<file path="config.mk">
export PLATFORM = sky130hd
export DESIGN_NAME = load_store_ctrl_flat
export DESIGN_NICKNAME = d
export VERILOG_FILES = /design/src/rtl/load_store_ctrl_if.sv /design/src/rtl/load_store_ctrl.sv /design/src/flat_wrapper.sv
export SDC_FILE = /design/constraint.sdc
export NUM_CORES = 1
export LEC_CHECK = 0
export CORE_MARGIN = 4
export CORE_UTILIZATION = 36
export CTS_CLUSTER_SIZE = 12
export DETAILED_ROUTE_END_ITERATION = 10
export GPL_TIMING_DRIVEN = 0
export PLACE_DENSITY_LB_ADDON = 0.3
export SETUP_SLACK_MARGIN = 0.05
export SYNTH_ARGS = -nofsm -noshare
export SYNTH_HDL_FRONTEND = slang
export SYNTH_SLANG_ARGS = --single-unit
</file>
<file path="constraint.sdc">
create_clock -name clk -period 1.8 [get_ports clk]
set_input_delay 0.27 -clock clk [delete_from_list [all_inputs] [get_ports clk]]
set_output_delay 0.27 -clock clk [all_outputs]
set_load 0.01 [all_outputs]
</file>
<file path="src/rtl/load_store_ctrl_if.sv">
// Signal bundles around the load/store controller: the core request/response
// channel and the data-memory request/response channel.
interface lsc_core_if;
    logic        req_valid;
    logic        req_ready;
    logic        req_we;
    logic [1:0]  req_size;
    logic        req_unsigned;
    logic [31:0] req_addr;
    logic [31:0] req_wdata;
    logic        resp_valid;
    logic [31:0] resp_data;
    logic        resp_err;

    // The core issues requests; the controller serves them.
    modport master (
        output req_valid, req_we, req_size, req_unsigned, req_addr, req_wdata,
        input  req_ready, resp_valid, resp_data, resp_err
    );
    modport slave (
        input  req_valid, req_we, req_size, req_unsigned, req_addr, req_wdata,
        output req_ready, resp_valid, resp_data, resp_err
    );
endinterface

interface lsc_mem_if;
    logic        mem_valid;
    logic        mem_ready;
    logic        mem_we;
    logic [31:0] mem_addr;
    logic [31:0] mem_wdata;
    logic [3:0]  mem_wstrb;
    logic        mem_rvalid;
    logic [31:0] mem_rdata;

    // The controller drives memory requests; the memory answers.
    modport master (
        output mem_valid, mem_we, mem_addr, mem_wdata, mem_wstrb,
        input  mem_ready, mem_rvalid, mem_rdata
    );
    modport slave (
        input  mem_valid, mem_we, mem_addr, mem_wdata, mem_wstrb,
        output mem_ready, mem_rvalid, mem_rdata
    );
endinterface

</file>
<file path="src/rtl/load_store_ctrl.sv">
// Sequences one core load/store at a time onto a single-port data memory,
// generating byte strobes on stores and extracting/extending data on loads.
module load_store_ctrl #(
    parameter int TIMEOUT = 16,
    parameter int CNT_W   = 5
) (
    input  logic      clk,
    input  logic      rst,
    lsc_core_if.slave core,
    lsc_mem_if.master mem
);

    typedef enum logic [1:0] {
        IDLE = 2'd0,
        REQ  = 2'd1,
        WAIT = 2'd2,
        RESP = 2'd3
    } state_e;

    localparam logic [CNT_W-1:0] CNT_LAST = (TIMEOUT == 0) ? '0 : CNT_W'(TIMEOUT - 1);

    state_e            state_q, state_d;
    logic [CNT_W-1:0]  cnt_q, cnt_d;
    logic              we_q, we_d;
    logic [1:0]        size_q, size_d;
    logic              uns_q, uns_d;
    logic [31:0]       addr_q, addr_d;
    logic [31:0]       wdata_q, wdata_d;
    logic [31:0]       resp_data_q, resp_data_d;
    logic              resp_err_q, resp_err_d;

    logic [7:0]        rd_byte [4];
    logic [15:0]       rd_half [2];
    logic [7:0]        ld_byte;
    logic [15:0]       ld_half;
    logic [31:0]       ld_data;
    logic [3:0]        st_strb;
    logic [31:0]       st_wdata;
    logic              in_req;
    logic              st_active;

    function automatic logic is_illegal(input logic [1:0] size, input logic [1:0] off);
        logic bad;
        bad = 1'b0;
        case (size)
            2'd1:    bad = off[0];
            2'd2:    bad = (off != 2'b00);
            2'd3:    bad = 1'b1;
            default: bad = 1'b0;
        endcase
        return bad;
    endfunction

    // Byte and halfword views of the returned word.
    for (genvar gi = 0; gi < 4; gi++) begin : g_byte
        assign rd_byte[gi] = mem.mem_rdata[8*gi +: 8];
    end
    for (genvar gi = 0; gi < 2; gi++) begin : g_half
        assign rd_half[gi] = mem.mem_rdata[16*gi +: 16];
    end

    always_comb begin
        ld_byte = rd_byte[addr_q[1:0]];
        ld_half = rd_half[addr_q[1]];
        case (size_q)
            2'd0:    ld_data = uns_q ? {24'b0, ld_byte} : {{24{ld_byte[7]}}, ld_byte};
            2'd1:    ld_data = uns_q ? {16'b0, ld_half} : {{16{ld_half[15]}}, ld_half};
            default: ld_data = mem.mem_rdata;
        endcase
    end

    // Store lanes: data replicated across the word so any strobe pattern picks it up.
    always_comb begin
        case (size_q)
            2'd0: begin
                st_strb  = 4'b0001 << addr_q[1:0];
                st_wdata = {4{wdata_q[7:0]}};
            end
            2'd1: begin
                st_strb  = 4'b0011 << addr_q[1:0];
                st_wdata = {2{wdata_q[15:0]}};
            end
            default: begin
                st_strb  = 4'b1111;
                st_wdata = wdata_q;
            end
        endcase
    end

    always_comb begin
        state_d     = state_q;
        cnt_d       = cnt_q;
        we_d        = we_q;
        size_d      = size_q;
        uns_d       = uns_q;
        addr_d      = addr_q;
        wdata_d     = wdata_q;
        resp_data_d = resp_data_q;
        resp_err_d  = resp_err_q;

        case (state_q)
            IDLE: begin
                if (core.req_valid) begin
                    we_d    = core.req_we;
                    size_d  = core.req_size;
                    uns_d   = core.req_unsigned;
                    addr_d  = core.req_addr;
                    wdata_d = core.req_wdata;
                    if (is_illegal(core.req_size, core.req_addr[1:0])) begin
                        state_d     = RESP;
                        resp_err_d  = 1'b1;
                        resp_data_d = '0;
                    end else begin
                        state_d = REQ;
                    end
                end
            end
            REQ: begin
                if (mem.mem_ready) begin
                    if (we_q) begin
                        state_d     = RESP;
                        resp_err_d  = 1'b0;
                        resp_data_d = '0;
                    end else begin
                        state_d = WAIT;
                        cnt_d   = '0;
                    end
                end
            end
            WAIT: begin
                // Checking rvalid first lets a response on the last allowed cycle win.
                if (mem.mem_rvalid) begin
                    state_d     = RESP;
                    resp_err_d  = 1'b0;
                    resp_data_d = ld_data;
                end else if ((TIMEOUT != 0) && (cnt_q == CNT_LAST)) begin
                    state_d     = RESP;
                    resp_err_d  = 1'b1;
                    resp_data_d = '0;
                end else begin
                    cnt_d = cnt_q + 1'b1;
                end
            end
            RESP: begin
                state_d = IDLE;
            end
            default: begin
                state_d = IDLE;
            end
        endcase
    end

    always_ff @(posedge clk) begin
        if (rst) begin
            state_q     <= IDLE;
            cnt_q       <= '0;
            we_q        <= 1'b0;
            size_q      <= '0;
            uns_q       <= 1'b0;
            addr_q      <= '0;
            wdata_q     <= '0;
            resp_data_q <= '0;
            resp_err_q  <= 1'b0;
        end else begin
            state_q     <= state_d;
            cnt_q       <= cnt_d;
            we_q        <= we_d;
            size_q      <= size_d;
            uns_q       <= uns_d;
            addr_q      <= addr_d;
            wdata_q     <= wdata_d;
            resp_data_q <= resp_data_d;
            resp_err_q  <= resp_err_d;
        end
    end

    assign in_req    = (state_q == REQ);
    assign st_active = in_req & we_q;

    assign core.req_ready  = (state_q == IDLE);
    assign core.resp_valid = (state_q == RESP);
    assign core.resp_data  = resp_data_q;
    assign core.resp_err   = resp_err_q;

    assign mem.mem_valid = in_req;
    assign mem.mem_we    = st_active;
    assign mem.mem_addr  = in_req ? {addr_q[31:2], 2'b00} : 32'h0;
    assign mem.mem_wstrb = st_active ? st_strb : 4'b0000;
    assign mem.mem_wdata = st_active ? st_wdata : 32'h0;

endmodule

</file>
<file path="src/flat_wrapper.sv">
// flat-port wrapper written by rule: the top's interface ports become plain ports
module load_store_ctrl_flat 
#(
    parameter int TIMEOUT = 16,
    parameter int CNT_W   = 5
)
  (clk, rst, core_req_valid, core_req_we, core_req_size, core_req_unsigned, core_req_addr, core_req_wdata, core_req_ready, core_resp_valid, core_resp_data, core_resp_err, mem_mem_valid, mem_mem_we, mem_mem_addr, mem_mem_wdata, mem_mem_wstrb, mem_mem_ready, mem_mem_rvalid, mem_mem_rdata);
  lsc_core_if core_i ();
  lsc_mem_if mem_i ();
  input  logic clk;
  input  logic rst;
  input wire logic [$bits(core_i.req_valid)-1:0] core_req_valid;
  input wire logic [$bits(core_i.req_we)-1:0] core_req_we;
  input wire logic [$bits(core_i.req_size)-1:0] core_req_size;
  input wire logic [$bits(core_i.req_unsigned)-1:0] core_req_unsigned;
  input wire logic [$bits(core_i.req_addr)-1:0] core_req_addr;
  input wire logic [$bits(core_i.req_wdata)-1:0] core_req_wdata;
  output wire logic [$bits(core_i.req_ready)-1:0] core_req_ready;
  output wire logic [$bits(core_i.resp_valid)-1:0] core_resp_valid;
  output wire logic [$bits(core_i.resp_data)-1:0] core_resp_data;
  output wire logic [$bits(core_i.resp_err)-1:0] core_resp_err;
  output wire logic [$bits(mem_i.mem_valid)-1:0] mem_mem_valid;
  output wire logic [$bits(mem_i.mem_we)-1:0] mem_mem_we;
  output wire logic [$bits(mem_i.mem_addr)-1:0] mem_mem_addr;
  output wire logic [$bits(mem_i.mem_wdata)-1:0] mem_mem_wdata;
  output wire logic [$bits(mem_i.mem_wstrb)-1:0] mem_mem_wstrb;
  input wire logic [$bits(mem_i.mem_ready)-1:0] mem_mem_ready;
  input wire logic [$bits(mem_i.mem_rvalid)-1:0] mem_mem_rvalid;
  input wire logic [$bits(mem_i.mem_rdata)-1:0] mem_mem_rdata;
  assign core_i.req_valid = core_req_valid;
  assign core_i.req_we = core_req_we;
  assign core_i.req_size = core_req_size;
  assign core_i.req_unsigned = core_req_unsigned;
  assign core_i.req_addr = core_req_addr;
  assign core_i.req_wdata = core_req_wdata;
  assign core_req_ready = core_i.req_ready;
  assign core_resp_valid = core_i.resp_valid;
  assign core_resp_data = core_i.resp_data;
  assign core_resp_err = core_i.resp_err;
  assign mem_mem_valid = mem_i.mem_valid;
  assign mem_mem_we = mem_i.mem_we;
  assign mem_mem_addr = mem_i.mem_addr;
  assign mem_mem_wdata = mem_i.mem_wdata;
  assign mem_mem_wstrb = mem_i.mem_wstrb;
  assign mem_i.mem_ready = mem_mem_ready;
  assign mem_i.mem_rvalid = mem_mem_rvalid;
  assign mem_i.mem_rdata = mem_mem_rdata;
  load_store_ctrl #(.TIMEOUT(TIMEOUT), .CNT_W(CNT_W)) u_core (.clk(clk), .rst(rst), .core(core_i), .mem(mem_i));
endmodule
</file>
# Word-level counts from Yosys, hierarchy flattened
# Index checks and enable logic that the tools add are counted.
[word_totals]
reg_bits = 108
wordCells = 85
output_inout_bits = 105
input_bits = 105
[classes]
shift = 2
n_mux = 43
n_addsub = 1
n_eq_ne = 16
bitwise = 3
reduce_logical = 9
n_lt_le_gt_ge = 2
[ops]
columns = ["operator", "count"]
rows = [
  ["$mux 32", 10],
  ["$pmux 32 s2", 2],
  ["$pmux 32 s3", 1],
  ["$mux 16", 3],
  ["$mux 5", 4],
  ["$bmux 8 s2", 1],
  ["$mux 8", 2],
  ["$mux 2", 5],
  ["$ne 2x2->1 const B", 5],
  ["$pmux 5 s2", 1],
  ["$mux 1", 9],
  ["$eq 2x2->1 const B", 4],
  ["$pmux 2 s4", 1],
  ["$pmux 4 s2", 1],
  ["$eq 2x1->1 const B", 3],
  ["$pmux 1 s3", 2],
  ["$reduce_and 6->1", 1],
  ["$add 5x1->5 const B", 1],
  ["$eq 5x4->1 const B", 1],
  ["$reduce_and 5->1", 1],
  ["$logic_not 2->1", 2],
  ["$mux 4", 1],
  ["$ne 2x1->1 const B", 2],
  ["$reduce_bool 2->1", 2],
  ["other kinds (11)", 11],
]

# Logic depth before layout (Yosys ltp)
# Gate-level depths: netlist (run 1).
[logic_depth]
depth_word = 8
ltp_mapped = 8
ltp_nobuf = 7

# Worst setup path before layout (run 1)
# No wires, ideal clock.
[synth_timing]
kind = "register to register"
startpoint = "register u_core.cnt_q[0]"
endpoint = "register u_core.resp_data_q[18] (netlist: u_core.core.resp_data[18])"
period_less_slack_ns = 2.035
setup_slack_ns = -0.235
arrival_time_ns = 1.918
stages_incl_launch_ff = 9
cell_sequence = "dfxtp_1 -> ha_1 -> and3_1 -> ha_1 -> or3b_1 -> o221ai_1 -> nor3_4 -> buf_6 -> a32o_1"
[synth_via]
elab_chain_len = 3
[synth_lines]
columns = ["element", "line", "source"]
rows = [
  ["start, declared", "load_store_ctrl.sv:23", "logic [CNT_W-1:0] cnt_q, cnt_d;"],
  ["start signal, assigned", "load_store_ctrl.sv:166", "cnt_q <= cnt_d;"],
  ["$eq 5x4->1", "load_store_ctrl.sv:136", "end else if ((TIMEOUT != 0) && (cnt_q == CNT_LAST)) begin"],
  ["$ne 3x2->1 (no line)", "--", ""],
  ["$reduce_and 6->1 (no line)", "--", ""],
  ["end signal, assigned", "load_store_ctrl.sv:172", "resp_data_q <= resp_data_d;"],
  ["end, declared", "load_store_ctrl.sv:29", "logic [31:0] resp_data_q, resp_data_d;"],
]
# No other way between the ends.
# A chain may end at the register's enable or synchronous reset.

# Worst setup path after layout (run 1)
[layout_timing]
startpoint = "register u_core.cnt_q[0]"
endpoint = "register u_core.resp_data_q[23] (netlist: u_core.core.resp_data[23])"
# Same word-level chain as after synthesis.

==> flow_summary.rst, run 1 <==
.. list-table::
   :header-rows: 1

   * - Metric
     - Value
   * - Portion of the post-synthesis area used by sequential elements
     - 0.397
   * - Share of final-layout standard cells stronger than drive strength 1
     - 0.318
   * - Core Rows
     - 44
   * - Clock root buffer
     - sky130_fd_sc_hd__clkbuf_16
   * - Clock latency at the later pin of the worst-skew pair
     - around 0.36 ns
   * - RePlAce Congestion
     - 0.851
   * - CORE AREA
     - around 15,000 µm²
   * - Start point of the worst min-delay path
     - core_req_we
   * - Detailed-placement wirelength estimate
     - 13,900 µm
   * - Area of placed instances
     - about 8000 µm²
   * - DRC marker count from the first detailed-route iteration
     - 450
   * - Initial core utilization
     - 0.371
   * - Number of routed nets with antenna violations
     - 0
   * - CP startpoint kind
     - flop
   * - Reported max-cap violation count
     - 0
   * - Predominant post-synthesis flop cell
     - sky130_fd_sc_hd__dfxtp_1
   * - Setup repair after global routing missed its margin
     - yes
   * - Final core area utilization
     - 0.652
   * - Area of all placed cells without fillers
     - around 9600 µm²
   * - Largest net degree at the start of global routing
     - 18
   * - Routed wire per std cell
     - between 15 and 20 µm
   * - Outcome
     - finished with violations
   * - Total I/O pin count
     - 210
   * - Number of detailed-route iterations in the first pass
     - 5
   * - Worst slack, placed
     - -0.774 ns
   * - Number of H-tree branching levels
     - 3
   * - Per-instance average area after synthesis
     - around 7.9 µm²
   * - Seq cells post-synth
     - between 100 and 150
   * - Worst setup margin
     - -0.225 ns
   * - Rel. slew slack
     - 0.619
   * - Num Clock Sinks
     - 108
   * - Die extent in y
     - roughly 130 µm
   * - Async set-or-reset flop fraction in the synthesized netlist
     - 0
   * - Worst setup path category
     - flop to flop
   * - Number of flops mapped to enable cells by yosys
     - 0
   * - Total via count after detailed routing
     - slightly above 6k
   * - Overall die area
     - ~17,000 µm²
   * - Launch point of the worst path
     - u_core.cnt_q[0]
   * - Number of buffers inserted by hold repair at cts
     - 0
   * - Reg-to-reg critical path startpoint
     - u_core.cnt_q[0]
   * - Required time at the endpoint of the critical path
     - between 2 and 2.5 ns
   * - Number of buffers created by CTS
     - 9
   * - Number of buffers between clock root and the deepest sink
     - 2
   * - Endpoint type of the worst setup path
     - flop
   * - Clock tree skew after final layout
     - approximately 0.007 ns
   * - GRT Total Usage
     - 0.228
   * - TritonCTS clock tree
     - built
   * - Filler-free cell count of the finished design
     - around 1.1k
   * - Leading post-synthesis cells by cell area
     - sky130_fd_sc_hd__dfxtp_1 40%, sky130_fd_sc_hd__nand2_1 11%, sky130_fd_sc_hd__a21oi_1 8.4%
   * - Slew at the pin closest to its max-slew limit
     - about 0.57 ns
   * - Post-synthesis to final-layout area growth
     - 75.7%
   * - Time the final worst path needs with I/O delays and setup
     - between 2 and 2.5 ns
   * - Arrival time of data at the critical path endpoint
     - between 2 and 2.5 ns
   * - Most common cell in the netlist
     - sky130_fd_sc_hd__nand2_1
   * - Number of buffer cells added on primary ports
     - about 210
   * - Total count of max-transition violations in the final report
     - 0
   * - Violations in the final reports
     - negative setup slack
   * - Fmax
     - ~490 MHz
   * - Detailed Route WL
     - between 20,000 and 25,000 µm
   * - Most area-hungry cell type in the Yosys netlist
     - sky130_fd_sc_hd__dfxtp_1
   * - Share of the clock period used by the worst path
     - 1.13
   * - Number of distinct standard cells referenced by the synthesized netlist
     - 49
   * - Placed Cells incl. Taps
     - 1,081
   * - Crit Path Max Fanout
     - 10
   * - Worst reg2reg path depth
     - 9
   * - Hold Crit Depth
     - 3
   * - Hold Fails Final Rpt
     - 0
   * - Tot Pwr
     - approximately 10,000 µW
   * - Post-detailed-route DRC marker count
     - 0
   * - Initial antenna violation count
     - 0
   * - Global-route wire length before repair
     - approximately 30,000 µm
   * - Largest vdd supply drop
     - a little over 0.9 mV
   * - Via count of the first global-routing pass
     - a little under 6k
   * - Most frequent cells after synthesis
     - 157 x sky130_fd_sc_hd__nand2_1, 108 x sky130_fd_sc_hd__dfxtp_1, 92 x sky130_fd_sc_hd__a21oi_1, 52 x sky130_fd_sc_hd__nor2_1, 33 x sky130_fd_sc_hd__and2_1
   * - CTS clock-pin slew for the worst setup and hold paths
     - around 0.070 ns
   * - Leak
     - roughly 0.0037 µW
   * - Diode insertion count for antenna repair
     - 0
   * - Number of vias per cell
     - ~5.3
   * - Total global routing overflow
     - 0
   * - Post-synthesis instance total
     - roughly 700
   * - Warnings from Yosys
     - 0
   * - Total power density per cell area
     - roughly 1100 nW/µm²
   * - Path category of the worst min-delay check
     - input pin to flop
   * - Cell area after synthesis
     - 5450 µm²
   * - # nets final
     - about 1.1k
   * - Total of endpoints with negative setup slack in the final report
     - 103
   * - Width of the die
     - 131 µm
   * - Fraction of synthesized cell area taken by the top area cell type
     - 0.397
-- power breakdown --
group          total, µW  internal, µW  switching (µW)
Sequential          3090          2760             328
Combinational       5060          2570            2490
Clock               2300          1360             939
Total              10400          6690            3750
-- per-stage QoR --
stage	setup TNS (ns)	hold slack, ns
3_5_place_dp	-58.21	0.443
2_1_floorplan	-4.60	0.406
4_1_cts	-11.53	0.441
3_3_place_gp	-56.12	0.438
6_report	-11.48	0.451
5_1_grt	-17.20	0.440
-- placed cells by master (no fill, tap or decap), types with 24 or more instances in the layout --
master	instances
sky130_fd_sc_hd__a21oi_1	79
sky130_fd_sc_hd__nand2b_1	30
sky130_fd_sc_hd__nand2_1	150
sky130_fd_sc_hd__clkdlybuf4s50_1	136
sky130_fd_sc_hd__buf_6	72
sky130_fd_sc_hd__nor2_1	34
sky130_fd_sc_hd__and2_4	30
sky130_fd_sc_hd__dfxtp_1	100
sky130_fd_sc_hd__a32o_1	24
sky130_fd_sc_hd__buf_4	32
-- cell type report --
class	count	area, µm²
multi-input combinational	516	3540
timing repair buffer	263	2700
inverter	9	43.8
clock inverter	5	108
tap	184	230
fill	1203	5120
clock buffer	9	225
sequential	108	2180
buffer	55	557
-- registers in the layout (all words and copies together), names as in the netlist --
| register | flops |
|---|---|
| u_core.addr_q | 32 |
| u_core.core.resp_data | 32 |
| u_core.wdata_q | 32 |
| u_core.cnt_q | 5 |
| u_core.size_q | 2 |
| u_core.state_q | 2 |
| u_core.core.resp_err | 1 |
| u_core.uns_q | 1 |
| u_core.we_q | 1 |
-- kinds of logic (layout without fill, tap and decap cells) --
kind of cell / after synthesis / in the layout / synth area share
flip-flops: 108 / 108 / 0.397
AO/OA/AOI/OAI: 171 / 171 / 0.214
XOR/XNOR: 1 / 1 / 0.00161
other: 1 / 2 / 0.000688
multiplexers: 28 / 28 / 0.0537
buffers and inverters: 68 / 341 / 0.0578
adder cells (fa/ha/maj): 7 / 7 / 0.0161
AND/OR/NAND/NOR: 306 / 307 / 0.260
-- worst max-delay path, cell delays in order (launching register included) --
cell and delay (ns):
sky130_fd_sc_hd__dfxtp_2 0.35, sky130_fd_sc_hd__ha_4 0.16, sky130_fd_sc_hd__and3_4 0.17, sky130_fd_sc_hd__ha_4 0.14, sky130_fd_sc_hd__or3b_4 0.41, sky130_fd_sc_hd__o221ai_4 0.10
sky130_fd_sc_hd__nor3_4 0.08, sky130_fd_sc_hd__buf_12 0.14, sky130_fd_sc_hd__buf_8 0.13, sky130_fd_sc_hd__a32o_1 0.24
-- routing by layer --
layer  track usage  vias up  part of all wire
met1         0.276     2898              0.39
met3        0.0814       32             0.095
met2         0.375      272              0.49
met4        0.0774        0             0.025
met5             0        -                 0
li1              -     2912                 -
-- what timing repair did --
| action | 4_1_cts | 5_1_grt |
|---|---|---|
| resized for setup | 453 | 139 |
| gates cloned | 10 | 3 |
| setup buffers | 31 | 15 |
| setup endpoints to repair | 165 | 149 |
| pin swaps | 33 | 32 |
-- worst paths after layout --
| check | end | slack [ns] |
|---|---|---|
| min | u_core.we_q | 0.45 |
| max reg2reg | u_core.core.resp_data[23] | -0.23 |
| min reg2reg | u_core.wdata_q[23] | 0.46 |
| max | u_core.core.resp_data[23] | -0.23 |
(Power assumes the default switching activity.)
==> run 2: changes to the inputs <==
- CORE_MARGIN: 4 -> 10
==> flow_summary.rst, run 2 (synthesis gave the netlist of run 1 again) <==
.. list-table::
   :header-rows: 1

   * - Metric
     - Value
   * - Clock tree skew after final layout
     - between 0.01 and 0.015 ns
   * - Path category of the worst min-delay check
     - input pin to flop
   * - Arrival time of data at the critical path endpoint
     - ~2.3 ns
   * - CORE AREA
     - roughly 15,000 µm²
   * - RePlAce Congestion
     - 0.860
   * - Number of buffer cells added on primary ports
     - ~210
   * - Total buffers and inverters traversed by the critical path
     - 2
   * - CP startpoint kind
     - flop
   * - Endpoint type of the worst setup path
     - flop
   * - Total count of max-transition violations in the final report
     - 0
   * - Family with the most delay on the worst path
     - simple AND/OR/NAND/NOR gates
   * - Reported max-cap violation count
     - 0
   * - Required time at the endpoint of the critical path
     - roughly 2.1 ns
   * - Fmax
     - roughly 490 MHz
   * - Leak
     - roughly 0.0037 µW
   * - Area of placed instances
     - 7830 µm²
   * - Largest net degree at the start of global routing
     - 19
   * - Detailed Route WL
     - 22,000 µm
   * - Routed wire per std cell
     - roughly 19 µm
   * - Number of detailed-route iterations in the first pass
     - 4
   * - DRC marker count from the first detailed-route iteration
     - 342
   * - Crit Path Max Fanout
     - 6
   * - Tot Pwr
     - between 10,000 and 15,000 µW
   * - Detailed-placement wirelength estimate
     - around 15,000 µm
   * - Initial antenna violation count
     - 1
   * - CTS clock-pin slew for the worst setup and hold paths
     - 0.08 ns
   * - Rel. slew slack
     - 0.597
   * - Total global routing overflow
     - 0
   * - Width of the die
     - between 100 and 150 µm
   * - Filler-free cell count of the finished design
     - ~1.2k
   * - Highest-delay cell along the critical path
     - sky130_fd_sc_hd__or3b_4
   * - Number of routed nets with antenna violations
     - 0
   * - Time the final worst path needs with I/O delays and setup
     - slightly above 2 ns
   * - Number of H-tree branching levels
     - 3
   * - Clock latency at the later pin of the worst-skew pair
     - approximately 0.36 ns
   * - Critical path, cell by cell
     - ha_4 > and3_4 > ha_4 > or3b_4 > o221ai_4 > nor3_4 > buf_12 > clkbuf_16 > a32o_1
   * - Largest vdd supply drop
     - between 0.7 and 0.8 mV
   * - Via count of the first global-routing pass
     - about 5.9k
   * - CP peak stage delay
     - just over 0.4 ns
   * - Worst setup margin
     - -0.230 ns
   * - Most frequent CP cell
     - sky130_fd_sc_hd__ha_4
   * - Total via count after detailed routing
     - around 6k
   * - Initial core utilization
     - 0.371
   * - Num Clock Sinks
     - 108
   * - Global-route wire length before repair
     - around 33,000 µm
   * - Overall die area
     - 20,500 µm²
   * - Share of final-layout standard cells stronger than drive strength 1
     - 0.324
   * - Hold Fails Final Rpt
     - 0
   * - Total I/O pin count
     - between 200 and 250
   * - Number of vias per cell
     - 5.21
   * - Violations in the final reports
     - negative setup slack
   * - Outcome
     - finished with violations
   * - Slew at the pin closest to its max-slew limit
     - around 0.60 ns
   * - Placed Cells incl. Taps
     - approximately 1.1k
   * - Most common cell after layout, fill and taps aside
     - sky130_fd_sc_hd__nand2_1
   * - Total of endpoints with negative setup slack in the final report
     - 107
   * - Total power density per cell area
     - between 1000 and 1500 nW/µm²
   * - Number of buffers between clock root and the deepest sink
     - 2
   * - Post-detailed-route DRC marker count
     - 0
   * - Number of buffers created by CTS
     - 9
   * - Final core area utilization
     - 0.653
   * - Clock root buffer
     - sky130_fd_sc_hd__clkbuf_16
   * - Share of the clock period used by the worst path
     - 1.13
   * - GRT Total Usage
     - 0.202
   * - Post-synthesis to final-layout area growth
     - 76.1%
   * - Area of all placed cells without fillers
     - roughly 9600 µm²
   * - Commonest non-fill, non-tap cells in the layout
     - 149 x sky130_fd_sc_hd__nand2_1, 136 x sky130_fd_sc_hd__clkdlybuf4s50_1, 99 x sky130_fd_sc_hd__dfxtp_1
   * - Core Rows
     - 44
   * - Worst setup path category
     - flop to flop
   * - Setup repair after global routing missed its margin
     - yes
   * - TritonCTS clock tree
     - built
   * - Setup slack of the worst register-to-register path
     - -0.23 ns
   * - Worst slack, placed
     - -0.758 ns
   * - Die extent in y
     - ~140 µm
   * - # nets final
     - 1,081
==> run 2: path summary, 6_finish.rpt <==
check	from	to	depth (start not counted)
setup / recovery	u_core.cnt_q[1]	u_core.core.resp_data[17]	9
hold / removal	core_req_addr[24]	u_core.addr_q[24]	3
setup reg to reg	u_core.cnt_q[1]	u_core.core.resp_data[17]	9
hold reg to reg	u_core.addr_q[3]	u_core.addr_q[3]	2
==> run 2: final cells by class <==
class,count,area (µm²)
antenna,1,2.50
buffer,55,556
clock buffer,11,253
clock inverter,5,66.3
fill,1191,5100
inverter,9,41.3
multi-input combinational,515,3470
sequential,108,2180
tap,184,230
timing repair buffer,271,2800
==> run 2: routing by layer <==
layer | wire [µm] | share of wire | global-route usage | vias to the layer above
met5 | 0 | 0 | 0 | -
met4 | 457 | 0.021 | 0.0668 | 0
met3 | 2160 | 0.098 | 0.0806 | 32
met2 | 10600 | 0.48 | 0.339 | 219
met1 | 8790 | 0.40 | 0.230 | 2863
li1 | - | - | - | 2927
==> run 2: timing repair <==
action                                  4_1_cts  5_1_grt
gates cloned                                 11        2
pin swaps                                    43       32
endpoints found under the setup margin      152      173
setup buffers                                33       20
hold buffers                                  0        0
resized for setup                           482      110
endpoints found under the hold margin         0        0
==> run 2: worst reg2reg max path, stage by stage, from the launching register on <==
cell,delay (ns)
sky130_fd_sc_hd__dfxtp_2,0.34
sky130_fd_sc_hd__ha_4,0.16
sky130_fd_sc_hd__and3_4,0.17
sky130_fd_sc_hd__ha_4,0.14
sky130_fd_sc_hd__or3b_4,0.41
sky130_fd_sc_hd__o221ai_4,0.10
sky130_fd_sc_hd__nor3_4,0.08
sky130_fd_sc_hd__buf_12,0.15
sky130_fd_sc_hd__clkbuf_16,0.15
sky130_fd_sc_hd__a32o_1,0.23
==> run 2: metrics by stage <==
stage / hold slack [ns] / setup TNS, ns
3_3_place_gp: 0.438 / -58.33
2_1_floorplan: 0.406 / -4.60
5_1_grt: 0.440 / -21.14
6_report: 0.442 / -15.17
3_5_place_dp: 0.442 / -58.71
4_1_cts: 0.438 / -11.43
==> run 2: power by group <==
group | internal, µW | total (µW) | switching (µW)
clock network | 1180 | 2140 | 968
logic | 2640 | 5150 | 2510
registers | 2760 | 3070 | 306
==> run 3: changes to the inputs <==
- CAP_MARGIN: unset -> 0
- CELL_PAD_IN_SITES_DETAIL_PLACEMENT: unset -> 1
- CELL_PAD_IN_SITES_GLOBAL_PLACEMENT: unset -> 1
- CORE_UTILIZATION: 36 -> 28
==> flow_summary.rst, run 3 (synthesis gave the netlist of run 1 again) <==
.. list-table::
   :header-rows: 1

   * - Metric
     - Value
   * - Post-synthesis to final-layout area growth
     - 78.2%
   * - Global-route wire length before repair
     - 38,100 µm
   * - CTS clock-pin slew for the worst setup and hold paths
     - approximately 0.08 ns
   * - Required time at the endpoint of the critical path
     - ~2.1 ns
   * - Post-detailed-route DRC marker count
     - 0
   * - DRC marker count from the first detailed-route iteration
     - between 200 and 250
   * - Total power density per cell area
     - between 1000 and 1500 nW/µm²
   * - Slew at the pin closest to its max-slew limit
     - around 0.64 ns
   * - Share of final-layout standard cells stronger than drive strength 1
     - 0.331
   * - RePlAce Congestion
     - 0.782
   * - Time the final worst path needs with I/O delays and setup
     - approximately 2.1 ns
   * - Multi-input logic area
     - around 3600 µm²
   * - Worst setup margin
     - -0.306 ns
   * - Number of routed nets with antenna violations
     - 0
   * - Endpoint type of the worst setup path
     - flop
   * - Total I/O pin count
     - 210
   * - Num Clock Sinks
     - 108
   * - Leak
     - between 0.003 and 0.004 µW
   * - TritonCTS clock tree
     - built
   * - Largest net degree at the start of global routing
     - 20
   * - Filler-free cell count of the finished design
     - approximately 1.2k
   * - Filler cell count in the final layout
     - between 2k and 2.5k
   * - Reported max-cap violation count
     - 0
   * - Largest vdd supply drop
     - between 0.6 and 0.7 mV
   * - Routed wire per std cell
     - between 20 and 25 µm
   * - Most common cell after layout, fill and taps aside
     - sky130_fd_sc_hd__nand2_1
   * - Clock latency at the later pin of the worst-skew pair
     - around 0.37 ns
   * - Final core area utilization
     - 0.513
   * - Tot Pwr
     - about 10,000 µW
   * - Number of buffers created by CTS
     - 9
   * - Detailed-placement wirelength estimate
     - approximately 17,000 µm
   * - Number of buffers between clock root and the deepest sink
     - 2
   * - Width of the die
     - around 160 µm
   * - Number of vias per cell
     - around 5.0
   * - Placed Cells incl. Taps
     - ~1.2k
   * - Total count of max-transition violations in the final report
     - 0
   * - Commonest non-fill, non-tap cells in the layout
     - 148 x sky130_fd_sc_hd__nand2_1, 136 x sky130_fd_sc_hd__clkdlybuf4s50_1, 100 x sky130_fd_sc_hd__dfxtp_1
   * - # nets final
     - 1,081
   * - Number of detailed-route iterations in the first pass
     - 5
   * - Die extent in y
     - 160 µm
   * - Overall die area
     - ~25,000 µm²
   * - Area of placed instances
     - 7920 µm²
   * - Violations in the final reports
     - negative setup slack
   * - CORE AREA
     - 19,000 µm²
   * - Clock root buffer
     - sky130_fd_sc_hd__clkbuf_16
   * - Area of all placed cells without fillers
     - approximately 9700 µm²
   * - Core Rows
     - 50
   * - Number of buffers inserted by hold repair at cts
     - 0
   * - Initial antenna violation count
     - 3
   * - Initial core utilization
     - 0.288
   * - Hold Fails Final Rpt
     - 0
   * - Clock tree skew after final layout
     - between 0.01 and 0.015 ns
   * - Detailed Route WL
     - roughly 25,000 µm
   * - Setup repair after global routing missed its margin
     - yes
   * - Outcome
     - finished with violations
   * - Worst setup path category
     - flop to flop
   * - Share of the clock period used by the worst path
     - 1.17
   * - Crit Path Max Fanout
     - 5
   * - Number of buffer cells added on primary ports
     - between 200 and 250
   * - CP startpoint kind
     - flop
   * - Total global routing overflow
     - 0
   * - Rel. slew slack
     - 0.570
   * - GRT Total Usage
     - 0.187
   * - Total of endpoints with negative setup slack in the final report
     - 100
   * - Fmax
     - around 470 MHz
   * - Number of H-tree branching levels
     - 3
   * - Arrival time of data at the critical path endpoint
     - roughly 2.4 ns
   * - Path category of the worst min-delay check
     - input pin to flop
   * - Via count of the first global-routing pass
     - between 6k and 7k
   * - Total via count after detailed routing
     - about 6.1k
   * - Sequential standard cell area
     - about 2200 µm²
-- run 3: changes by cell type in the layout (fill, tap and decap cells not counted), sizes merged --
cell and delta:
inv +1, clkdlybuf4s15 +1, clkinvlp -1, diode +1
bufinv -1, clkinv +2, buf -3, nor2 +1
clkbuf -1
-- run 3: area by class of cell --
| cell class | count | share of cell area |
|---|---|---|
| sequential | 108 | 0.224 |
| inverter | 9 | 0.00451 |
| multi-input combinational | 516 | 0.367 |
| clock buffer | 9 | 0.0232 |
| antenna | 2 | 0.000515 |
| buffer | 54 | 0.0580 |
| tap | 260 | 0.0335 |
| timing repair buffer | 271 | 0.284 |
| clock inverter | 6 | 0.00567 |
-- run 3: where the power goes --
part | switching (µW) | internal (µW)
registers | 324 | 2760
clock network | 1030 | 964
logic | 2650 | 2660
-- run 3: what timing repair did --
item,CTS,global route
setup buffers,40,17
resized for setup,502,109
setup endpoints to repair,168,165
endpoints found under the hold margin,0,0
pin swaps,50,25
cloned,11,0
-- run 3: critical path, stage by stage (launching register included) --
cell and delay (ns):
sky130_fd_sc_hd__dfxtp_4 0.36, sky130_fd_sc_hd__ha_4 0.16, sky130_fd_sc_hd__and3_4 0.17, sky130_fd_sc_hd__ha_4 0.15, sky130_fd_sc_hd__or3b_4 0.40, sky130_fd_sc_hd__o221a_4 0.15, sky130_fd_sc_hd__a31oi_4 0.25, sky130_fd_sc_hd__buf_12 0.17
sky130_fd_sc_hd__buf_8 0.11, sky130_fd_sc_hd__a32o_1 0.13
-- run 3: worst paths after layout --
kind | from | endpoint | slack [ns] | cells past startpoint
max | u_core.cnt_q[0] | u_core.core.resp_data[25] | -0.31 | 9
min | core_req_addr[12] | u_core.addr_q[12] | 0.44 | 3
max reg2reg | u_core.cnt_q[0] | u_core.core.resp_data[25] | -0.31 | 9
min reg2reg | u_core.addr_q[15] | u_core.addr_q[15] | 0.46 | 2
-- run 3: stage by stage --
| stage | hold WS [ns] | setup TNS (ns) | worst slack, ns |
|---|---|---|---|
| detailed placement | 0.443 | -73.56 | -0.939 |
| global route | 0.435 | -21.85 | -0.362 |
| global placement | 0.437 | -70.16 | -0.917 |
| floorplan | 0.406 | -4.60 | -0.139 |
| CTS | 0.429 | -16.76 | -0.309 |
| finish | 0.436 | -16.29 | -0.306 |
-- run 3: routing by layer --
layer / vias to the layer above / share of wire / track usage
met3: 38 / 0.084 / 0.0720
met5: - / 0.00067 / 0
met1: 2956 / 0.41 / 0.219
li1: 2932 / - / -
met2: 207 / 0.48 / 0.313
met4: 2 / 0.021 / 0.0451
